<file path="src/rtl/i2c_pkg.sv">
// Shared I2C definitions: target FSM states,
// transfer direction codes and fill byte.
package i2c_pkg;

  typedef enum logic [8:0] {
    S_IDLE      = 9'h001,
    S_ADDR      = 9'h002,
    S_ADDR_ACK  = 9'h004,
    S_RX_BYTE   = 9'h008,
    S_RX_ACK    = 9'h010,
    S_TX_LOAD   = 9'h020,
    S_TX_BYTE   = 9'h040,
    S_TX_ACK    = 9'h080,
    S_WAIT_STOP = 9'h100
  } slv_state_e;

  localparam logic I2C_write_operation = 1'b0;
  localparam logic I2C_read_operation  = 1'b1;
  localparam logic [7:0] NACK_FILL_BYTE = 8'hFF;

endpackage

</file>
<file path="src/rtl/i2c_slave_ctrl_if.sv">
// Bus pins and host byte interface of
// the I2C target controller.
interface i2c_slave_ctrl_if;
  import i2c_pkg::*;

  logic       EN;
  logic [6:0] OWN_ADDR;
  logic       SCL_in;
  logic       SDA_in;
  logic       SDA_oe;
  logic [7:0] RX_DATA;
  logic       RX_VALID;
  logic       RX_READY;
  logic [7:0] TX_DATA;
  logic       TX_VALID;
  logic       TX_REQ;
  logic       TX_UNDERRUN;
  logic       ADDR_MATCH;
  logic       RW;
  logic       BUSY;
  logic       STOP_DET;

  modport slave (
    input  EN, OWN_ADDR, SCL_in, SDA_in,
    input  RX_READY, TX_DATA, TX_VALID,
    output SDA_oe, RX_DATA, RX_VALID,
    output TX_REQ, TX_UNDERRUN, ADDR_MATCH,
    output RW, BUSY, STOP_DET
  );

  modport master (
    output EN, OWN_ADDR, SCL_in, SDA_in,
    output RX_READY, TX_DATA, TX_VALID,
    input  SDA_oe, RX_DATA, RX_VALID,
    input  TX_REQ, TX_UNDERRUN, ADDR_MATCH,
    input  RW, BUSY, STOP_DET
  );

endinterface

</file>
<file path="src/rtl/i2c_bus_monitor.sv">
// SCL/SDA synchronizers with edge, START
// and STOP detection; shared with the master.
module i2c_bus_monitor #(
  parameter int SYNC_STAGES = 2
) (
  input  logic CLK,
  input  logic RST,
  input  logic scl,
  input  logic sda,
  output logic scl_rise,
  output logic scl_fall,
  output logic sda_lvl,
  output logic start,
  output logic stop
);

  logic [SYNC_STAGES-1:0] scl_sync;
  logic [SYNC_STAGES-1:0] sda_sync;
  logic scl_q;
  logic sda_q;
  logic scl_lvl;
  logic sda_rise;
  logic sda_fall;

  // Reset to the idle-bus level so release
  // from reset never looks like an edge.
  always_ff @(posedge CLK or negedge RST) begin
    if (!RST) begin
      scl_sync <= '1;
      sda_sync <= '1;
      scl_q    <= 1'b1;
      sda_q    <= 1'b1;
    end else begin
      scl_sync <= {scl_sync[SYNC_STAGES-2:0], scl};
      sda_sync <= {sda_sync[SYNC_STAGES-2:0], sda};
      scl_q    <= scl_lvl;
      sda_q    <= sda_lvl;
    end
  end

  assign scl_lvl  = scl_sync[SYNC_STAGES-1];
  assign sda_lvl  = sda_sync[SYNC_STAGES-1];
  assign scl_rise = scl_lvl & ~scl_q;
  assign scl_fall = ~scl_lvl & scl_q;
  assign sda_rise = sda_lvl & ~sda_q;
  assign sda_fall = ~sda_lvl & sda_q;
  assign start    = sda_fall & scl_lvl & scl_q;
  assign stop     = sda_rise & scl_lvl & scl_q;

endmodule

</file>
<file path="src/rtl/i2c_slave_ctrl.sv">
// I2C target controller: address match, write
// byte receive and read byte transmit, no stretching.
module i2c_slave_ctrl
  import i2c_pkg::*;
#(
  parameter int SYNC_STAGES = 2
) (
  input logic           CLK,
  input logic           RST,
  i2c_slave_ctrl_if.slave bus
);

  logic scl_rise, scl_fall, sda, start, stop;

  i2c_bus_monitor #(.SYNC_STAGES(SYNC_STAGES)) u_mon (
    .CLK      (CLK),
    .RST      (RST),
    .scl      (bus.SCL_in),
    .sda      (bus.SDA_in),
    .scl_rise (scl_rise),
    .scl_fall (scl_fall),
    .sda_lvl  (sda),
    .start    (start),
    .stop     (stop)
  );

  slv_state_e state, state_n;
  logic [2:0] cnt, cnt_n;
  logic [6:0] sh, sh_n;
  logic [7:0] rx, rx_n, byte_in, tx_byte;
  logic oe, oe_n, rw, rw_n, busy, busy_n;
  logic rxv, rxv_n, txr, txr_n, txu, txu_n;
  logic am, am_n, sd, sd_n;

  assign byte_in = {sh, sda};
  assign tx_byte = bus.TX_VALID ? bus.TX_DATA
                                : NACK_FILL_BYTE;

  always_comb begin
    state_n = state;
    cnt_n   = cnt;
    sh_n    = sh;
    rx_n    = rx;
    oe_n    = oe;
    rw_n    = rw;
    busy_n  = busy;
    rxv_n   = 1'b0;
    txr_n   = 1'b0;
    txu_n   = 1'b0;
    am_n    = 1'b0;
    sd_n    = 1'b0;
    if (start) begin
      state_n = S_ADDR;
      cnt_n   = 3'd0;
      oe_n    = 1'b0;
      busy_n  = 1'b1;
    end else if (stop) begin
      state_n = S_IDLE;
      oe_n    = 1'b0;
      busy_n  = 1'b0;
      sd_n    = 1'b1;
    end else begin
      unique case (state)
        S_ADDR: if (scl_rise) begin
          sh_n  = byte_in[6:0];
          cnt_n = cnt + 3'd1;
          if (cnt == 3'd7) begin
            rw_n = byte_in[0];
            if (byte_in[7:1] == bus.OWN_ADDR
                && |byte_in[7:1]) begin
              am_n    = 1'b1;
              state_n = S_ADDR_ACK;
            end else begin
              state_n = S_WAIT_STOP;
            end
          end
        end
        // oe doubles as the "ACK already driven" phase flag
        S_ADDR_ACK: if (scl_fall) begin
          if (!oe) begin
            oe_n = 1'b1;
          end else if (rw == I2C_read_operation) begin
            oe_n    = 1'b0;
            txr_n   = 1'b1;
            state_n = S_TX_LOAD;
          end else begin
            oe_n    = 1'b0;
            cnt_n   = 3'd0;
            state_n = S_RX_BYTE;
          end
        end
        S_RX_BYTE: if (scl_rise) begin
          sh_n  = byte_in[6:0];
          cnt_n = cnt + 3'd1;
          if (cnt == 3'd7) begin
            rx_n    = byte_in;
            state_n = S_RX_ACK;
          end
        end
        S_RX_ACK: if (scl_fall) begin
          if (oe) begin
            oe_n    = 1'b0;
            state_n = S_RX_BYTE;
          end else if (bus.RX_READY) begin
            rxv_n = 1'b1;
            oe_n  = 1'b1;
          end else begin
            state_n = S_WAIT_STOP;
          end
        end
        // First cycle carries TX_REQ, second latches the byte
        S_TX_LOAD: if (!txr) begin
          sh_n    = tx_byte[6:0];
          oe_n    = ~tx_byte[7];
          txu_n   = ~bus.TX_VALID;
          cnt_n   = 3'd0;
          state_n = S_TX_BYTE;
        end
        S_TX_BYTE: if (scl_fall) begin
          if (cnt == 3'd7) begin
            oe_n    = 1'b0;
            state_n = S_TX_ACK;
          end else begin
            oe_n  = ~sh[6];
            sh_n  = {sh[5:0], 1'b0};
            cnt_n = cnt + 3'd1;
          end
        end
        S_TX_ACK: begin
          if (scl_rise && sda) begin
            state_n = S_WAIT_STOP;
          end else if (scl_fall) begin
            txr_n   = 1'b1;
            state_n = S_TX_LOAD;
          end
        end
        default: ;
      endcase
    end
  end

  always_ff @(posedge CLK or negedge RST) begin
    if (!RST) begin
      state <= S_IDLE;
      cnt   <= '0;
      sh    <= '0;
      rx    <= '0;
      oe    <= 1'b0;
      rw    <= 1'b0;
      busy  <= 1'b0;
      rxv   <= 1'b0;
      txr   <= 1'b0;
      txu   <= 1'b0;
      am    <= 1'b0;
      sd    <= 1'b0;
    end else if (!bus.EN) begin
      state <= S_IDLE;
      cnt   <= '0;
      sh    <= '0;
      rx    <= '0;
      oe    <= 1'b0;
      rw    <= 1'b0;
      busy  <= 1'b0;
      rxv   <= 1'b0;
      txr   <= 1'b0;
      txu   <= 1'b0;
      am    <= 1'b0;
      sd    <= 1'b0;
    end else begin
      state <= state_n;
      cnt   <= cnt_n;
      sh    <= sh_n;
      rx    <= rx_n;
      oe    <= oe_n;
      rw    <= rw_n;
      busy  <= busy_n;
      rxv   <= rxv_n;
      txr   <= txr_n;
      txu   <= txu_n;
      am    <= am_n;
      sd    <= sd_n;
    end
  end

  assign bus.SDA_oe      = oe;
  assign bus.RX_DATA     = rx;
  assign bus.RX_VALID    = rxv;
  assign bus.TX_REQ      = txr;
  assign bus.TX_UNDERRUN = txu;
  assign bus.ADDR_MATCH  = am;
  assign bus.RW          = rw;
  assign bus.BUSY        = busy;
  assign bus.STOP_DET    = sd;

endmodule
</file>
<file path="src/flat_wrapper.sv">
// flat-port wrapper written by rule: the top's interface ports become plain ports
module i2c_slave_ctrl_flat import i2c_pkg::*;
#(
  parameter int SYNC_STAGES = 2
)
  (CLK, RST, bus_EN, bus_OWN_ADDR, bus_SCL_in, bus_SDA_in, bus_RX_READY, bus_TX_DATA, bus_TX_VALID, bus_SDA_oe, bus_RX_DATA, bus_RX_VALID, bus_TX_REQ, bus_TX_UNDERRUN, bus_ADDR_MATCH, bus_RW, bus_BUSY, bus_STOP_DET);
  i2c_slave_ctrl_if bus_i ();
  input logic CLK;
  input logic RST;
  input wire logic [$bits(bus_i.EN)-1:0] bus_EN;
  input wire logic [$bits(bus_i.OWN_ADDR)-1:0] bus_OWN_ADDR;
  input wire logic [$bits(bus_i.SCL_in)-1:0] bus_SCL_in;
  input wire logic [$bits(bus_i.SDA_in)-1:0] bus_SDA_in;
  input wire logic [$bits(bus_i.RX_READY)-1:0] bus_RX_READY;
  input wire logic [$bits(bus_i.TX_DATA)-1:0] bus_TX_DATA;
  input wire logic [$bits(bus_i.TX_VALID)-1:0] bus_TX_VALID;
  output wire logic [$bits(bus_i.SDA_oe)-1:0] bus_SDA_oe;
  output wire logic [$bits(bus_i.RX_DATA)-1:0] bus_RX_DATA;
  output wire logic [$bits(bus_i.RX_VALID)-1:0] bus_RX_VALID;
  output wire logic [$bits(bus_i.TX_REQ)-1:0] bus_TX_REQ;
  output wire logic [$bits(bus_i.TX_UNDERRUN)-1:0] bus_TX_UNDERRUN;
  output wire logic [$bits(bus_i.ADDR_MATCH)-1:0] bus_ADDR_MATCH;
  output wire logic [$bits(bus_i.RW)-1:0] bus_RW;
  output wire logic [$bits(bus_i.BUSY)-1:0] bus_BUSY;
  output wire logic [$bits(bus_i.STOP_DET)-1:0] bus_STOP_DET;
  assign bus_i.EN = bus_EN;
  assign bus_i.OWN_ADDR = bus_OWN_ADDR;
  assign bus_i.SCL_in = bus_SCL_in;
  assign bus_i.SDA_in = bus_SDA_in;
  assign bus_i.RX_READY = bus_RX_READY;
  assign bus_i.TX_DATA = bus_TX_DATA;
  assign bus_i.TX_VALID = bus_TX_VALID;
  assign bus_SDA_oe = bus_i.SDA_oe;
  assign bus_RX_DATA = bus_i.RX_DATA;
  assign bus_RX_VALID = bus_i.RX_VALID;
  assign bus_TX_REQ = bus_i.TX_REQ;
  assign bus_TX_UNDERRUN = bus_i.TX_UNDERRUN;
  assign bus_ADDR_MATCH = bus_i.ADDR_MATCH;
  assign bus_RW = bus_i.RW;
  assign bus_BUSY = bus_i.BUSY;
  assign bus_STOP_DET = bus_i.STOP_DET;
  i2c_slave_ctrl #(.SYNC_STAGES(SYNC_STAGES)) u_core (.CLK(CLK), .RST(RST), .bus(bus_i));
endmodule
</file>
<file path="config.mk">
export PLATFORM = sky130hd
export DESIGN_NAME = i2c_slave_ctrl_flat
export DESIGN_NICKNAME = d
export VERILOG_FILES = /design/src/rtl/i2c_pkg.sv /design/src/rtl/i2c_slave_ctrl_if.sv /design/src/rtl/i2c_bus_monitor.sv /design/src/rtl/i2c_slave_ctrl.sv /design/src/flat_wrapper.sv
export SDC_FILE = /design/constraint.sdc
export NUM_CORES = 1
export LEC_CHECK = 0
export CORE_AREA = 2 2 70 72
export DETAILED_ROUTE_END_ITERATION = 10
export DIE_AREA = 0 0 72 74
export MAX_ROUTING_LAYER = met4
export PLACE_DENSITY = 0.77
export SETUP_SLACK_MARGIN = 0.05
export SLEW_MARGIN = 15
export SYNTH_ARGS = -nofsm -noshare
export SYNTH_HDL_FRONTEND = slang
export SYNTH_SLANG_ARGS = --single-unit
</file>
<file path="constraint.sdc">
create_clock -name CLK -period 2.52 [get_ports CLK]
set_input_delay 0.756 -clock CLK [delete_from_list [all_inputs] [get_ports CLK]]
set_output_delay 0.756 -clock CLK [all_outputs]
set_load 0.005 [all_outputs]
</file>
# Yosys cells after proc, flatten, opt, wreduce, memory -nomap -nowiden
# Cells that the tools add are included.
# W data, S select, Z words.
# classes
addsub	1
n_eq_ne	44
n_mux	96
n_bitwise	15
n_reduce_logical	10
# ops
operator	count
$mux W9	18
$pmux W9 S7	1
$mux W8	7
$mux W7	7
$mux W1	48
$ne A5 B2 Y1 const B	9
$mux W3	10
$pmux W7 S3	1
$ne A4 B2 Y1 const B	5
$reduce_and A5 Y1	3
$reduce_and A13 Y1	1
$ne A4 B3 Y1 const B	3
$ne A6 B2 Y1 const B	2
$pmux W3 S4	1
$ne A10 B1 Y1 const B	1
$eq A9 B2 Y1 const B	1
$eq A9 B3 Y1 const B	1
$eq A9 B4 Y1 const B	1
$eq A9 B5 Y1 const B	1
$eq A9 B6 Y1 const B	1
$eq A9 B7 Y1 const B	1
$eq A9 B8 Y1 const B	1
$ne A3 B2 Y1 const B	3
$reduce_and A9 Y1	1
other kinds (19)	38
# totals
register_bits	41
in_bits	22
out_inout_bits	16
wordCells	182

# Logic depth before layout (Yosys ltp)
# depth
word_depth	9
ltp_mapped	8
ltp_nobuf	7

# Hierarchy
# Synthesis repeated with hierarchy kept, for this count alone.
# hier_totals
hier_cells	254
hier_area_um2	2401.1
# modules_own_cells
mod	n_inst	cells_per_inst	area_per_inst_um2
i2c_slave_ctrl	1	244	2210.9
i2c_bus_monitor	1	10	190.2

# Worst setup path after synthesis
# No wires, ideal clock.
# synth_path
path_kind	reg2reg
startpoint	register u_core.state[7]
endpoint	register u_core.state[2]
arrival_ps	2012
setup_slack_ps	383
stages_incl_launch_ff	8
synth_period_minus_slack_ps	2137
path_cell_list	dfrtp_1 buf_6 nor4_2 nand2_1 or4_4 nand3b_4 o221ai_4 mux2_4
# synth_via
elab_chain_cells	5
word_cells_on_any_way	25
# synth_lines
item	line	rtl
start: declaration	i2c_slave_ctrl.sv:27	slv_state_e state, state_n;
start signal: assignment	i2c_slave_ctrl.sv:170	state <= state_n;
$eq A9 B8 Y1, or another cell as far along	i2c_slave_ctrl.sv:63	unique case (state)
$pmux W9 S7	i2c_slave_ctrl.sv:63	
$mux W9	i2c_slave_ctrl.sv:57	end else if (stop) begin
$mux W9	i2c_slave_ctrl.sv:52	if (start) begin
$mux W9	i2c_slave_ctrl.sv:156	end else if (!bus.EN) begin
# Parallel ways exist; a longest one is shown, timed or not.
# A chain may end at the register's enable or synchronous reset.

# Worst setup path after layout
# layout_path
startpoint	register u_core.state[6]
endpoint	register u_core.state[4]
# The elaborated chain is that of the path after synthesis.

==> reports/qor.csv <==
stage;metric;value;unit
outcome;status;completed;
clock_network;cts_tree;built;
global_route;antenna_found_initial;0;
logic_synthesis;synth_top_area_frac;0.362;
detailed_routing;wl_met3;305;um
detailed_routing;num_vias;2129;
clock_network;cts_buffers;5;
critical_path;critPathLaunch;u_core.state[6];
layout;syn_to_final_growth;30.4;%
layout;register_area;1040;um2
die;die-width;72;um
timing;maxSlewHeadroom;0.644;
detailed_routing;drt_iter0_drc;185;
clock_network;ctsLongestPathBuffers;2;
global_route;grt_first_pass_wirelength;10000;um
die;ios;38;
clock_network;cts_resized;0;
detailed_routing;routed.top_layer;met4;
logic_synthesis;async_flop_share;1.00;
detailed_routing;route.met2.wl;3000;um
die;fp.coreArea;4600;um2
global_route;track_usage;0.256;
die;die-area;5330;um2
critical_path;arrival;2.51;ns
layout;layout.nets;325;
power_and_ir_drop;vdd_drop_max;0.000437;V
critical_path;crit_family;simple AND/OR/NAND/NOR gates;
critical_path;path_max_fanout;9;
placement;dpl.hpwl;4600;um
logic_synthesis;synth_nets;271;
power_and_ir_drop;sw_frac_of_total;0.227;
timing;finalWorstSetupSlack;0.205;ns
power_and_ir_drop;power_density;487;nW/um2
clock_network;cts_setup_buffers;0;
timing;rsz0062_at_grt;no;
logic_synthesis;synth_most_common_cell;nand2_1;
timing;fin_crit_sh;0.919;
layout;drive_above_1_share;0.185;
logic_synthesis;syn_area_per_cell;9.51;um2
global_route;gr-total-overflow;0;
placement;pre_cts_ws;0.0172;ns
layout;n_fill_cell;366;
logic_synthesis;synthTopCellsByCount;35 x nand2_1, 34 x dfrtp_1, 19 x a21oi_1;
power_and_ir_drop;p_int;1150;uW
clock_network;clkTransAtPathRegs;0.08;ns
critical_path;start_kind;flop;
timing;setup_tns;0;ns
detailed_routing;routed_via_density;5.98;
logic_synthesis;ys_seq_area_frac;0.441;
timing;fin_crit;2.32;ns
critical_path;crit_slowest_cell;dfrtp_1;
detailed_routing;antenna_left;0;
logic_synthesis;synth_edf_count;0;
power_and_ir_drop;pwr-share-clk;0.426;
die;rows;25;
job;max_cap_violations;0;
logic_synthesis;syn_inst;247;
critical_path;max_stage_delay;0.51;ns
clock_network;root_buffer;clkbuf_8;
hold_path;hp-start;u_core.u_mon.scl_sync[0];
die;initial_core_util;0.511;
clock_network;clock-sinks;41;
detailed_routing;routed_wl;6170;um
timing;drv_slew;0;
power_and_ir_drop;pwr-share-comb;0.111;
critical_path;timing.rr.start;u_core.state[6];
logic_synthesis;synth_cell_types;52;
global_route;grt_max_degree;42;
clock_network;htreeDepth;2;
detailed_routing;dr.pass1.iters;5;
clock_network;hold_buffers;0;
power_and_ir_drop;power.total;1490;uW
global_route;grt_pass1_vias;1953;
power_and_ir_drop;p_leak;0.00133;uW
die;chipHeight;74;um
timing;clock.fmax;0.432;GHz
placement;port_buffers;37;
critical_path;crit_type;flop to flop;
detailed_routing;m1WireLength;2740;um
layout;final_util;0.666;
clock_network;clkLatencyLatePin;0.30;ns
timing;max_slew.worst_pin.slew;0.528;ns
detailed_routing;route.detailed.drc;0;
timing;setup_viol;0;
logic_synthesis;ys_seq_elements;41;
logic_synthesis;synth_area_leaders;dfrtp_1 36%, dfstp_2 7.8%, nand2_1 5.6%, a21oi_1 4.0%, mux2_4 3.8%;
critical_path;crit_required;2.71;ns
logic_synthesis;yosysWarnings;0;
placement;place_congestion;0.973;
critical_path;cp-end-kind;flop;
timing;skew;0.00355;ns
logic_synthesis;synth_area;2350;um2
critical_path;path_cells;buf_4 -> nor3b_1 -> nand2_1 -> o221ai_1 -> nor3_1 -> o221ai_4 -> buf_12 -> mux2_4;
logic_synthesis;synth_area_leader_cell;dfrtp_1;
layout;multi_input_area;1240;um2
timing;hold_violations;0;
critical_path;path_buf_inv;2;
layout;diodes;0;
detailed_routing;drt-wirelength-per-cell;17.3;um
hold_path;min_path_type;flop to flop;
power_and_ir_drop;power_switching;339;uW
power_and_ir_drop;seqPwrFrac;0.463;
logic_synthesis;synth-main-ff-cell;dfrtp_1;
[layout by cell type (no fill, tap or decap), types with 3 or more instances in the layout]
cell type and count:
clkdlybuf4s50_1 36, nand2_1 35, dfrtp_1 33, a21oi_1 19, buf_4 19, nor2_1 15, o21ai_0 12, inv_1 10
nand3_1 7, o22ai_1 7, dfstp_2 7, xnor2_1 6, nand4_1 6, mux2_4 6, nor2b_1 5, nand2b_1 5
xor2_1 5, mux2i_1 5, clkbuf_8 5, nand4b_1 4, nor3_1 4, nor4_1 3, or3_1 3, a211oi_1 3
[metal layers]
| metal | track usage | vias up |
|---|---|---|
| met2 | 0.393 | 75 |
| met3 | 0.0407 | 13 |
| met5 | - | - |
| met1 | 0.352 | 1041 |
| li1 | - | 1000 |
| met4 | 0.0839 | 0 |
[path summary, 6_finish.rpt]
kind,to,slack (ns),cells past startpoint
setup / recovery,u_core.state[4],0.20,8
hold / removal,u_core.u_mon.scl_sync[1],0.36,0
setup reg to reg,u_core.state[4],0.20,8
hold reg to reg,u_core.u_mon.scl_sync[1],0.36,0
max in group asynchronous,u_core.state[7],1.64,2
min in group asynchronous,u_core.bus.RW,0.51,2
[state kept, by name, summed over array words and instances, names as in the netlist, 2 cells and up]
signal	count
u_core.sh	7
u_core.u_mon.sda_sync	2
u_core.cnt	3
u_core.bus.RX_DATA	8
u_core.u_mon.scl_sync	2
u_core.state	9
[stage by stage]
step | hold slack (ns) | area [um2] | cells
floorplan | 0.345 | 2350 | 247
global placement | 0.348 | 2910 | 348
detailed placement | 0.347 | 2910 | 348
CTS | 0.361 | 3040 | 356
global route | 0.362 | 3060 | 356
finish | 0.361 | 3060 | 356
[cell type report]
type	count	area share
well taps	54	0.0221
repair buffers	58	0.179
inverters	10	0.0123
clock buffers	5	0.0225
flip-flops and latches	41	0.338
clock inverters	3	0.0213
multi-input cells	185	0.405
[worst register-to-register path: stages, from the launching register on]
cell and delay, ns:
dfrtp_1 0.51, buf_4 0.20, nor3b_1 0.37, nand2_1 0.10, o221ai_1 0.22, nor3_1 0.13
o221ai_4 0.21, buf_12 0.17, mux2_4 0.30
[kinds of logic after synthesis]
family | share of synthesized area
AO/OA/AOI/OAI | 0.167
XOR/XNOR | 0.0410
adder cells (fa/ha/maj) | 0.0107
buffers and inverters | 0.0394
flip-flops | 0.441
multiplexers | 0.0597
AND/OR/NAND/NOR | 0.242
[power by group through the flow]
stage / Sequential [uW] / Combinational, uW / Clock, uW
6_report: 690 / 166 / 635
5_1_grt: 693 / 180 / 665
4_1_cts: 690 / 164 / 639
3_5_place_dp: 702 / 163 / 0
3_3_place_gp: 702 / 159 / 0
2_1_floorplan: 697 / 74.2 / 0
No activity file was read; power rests on OpenSTA's default activity.
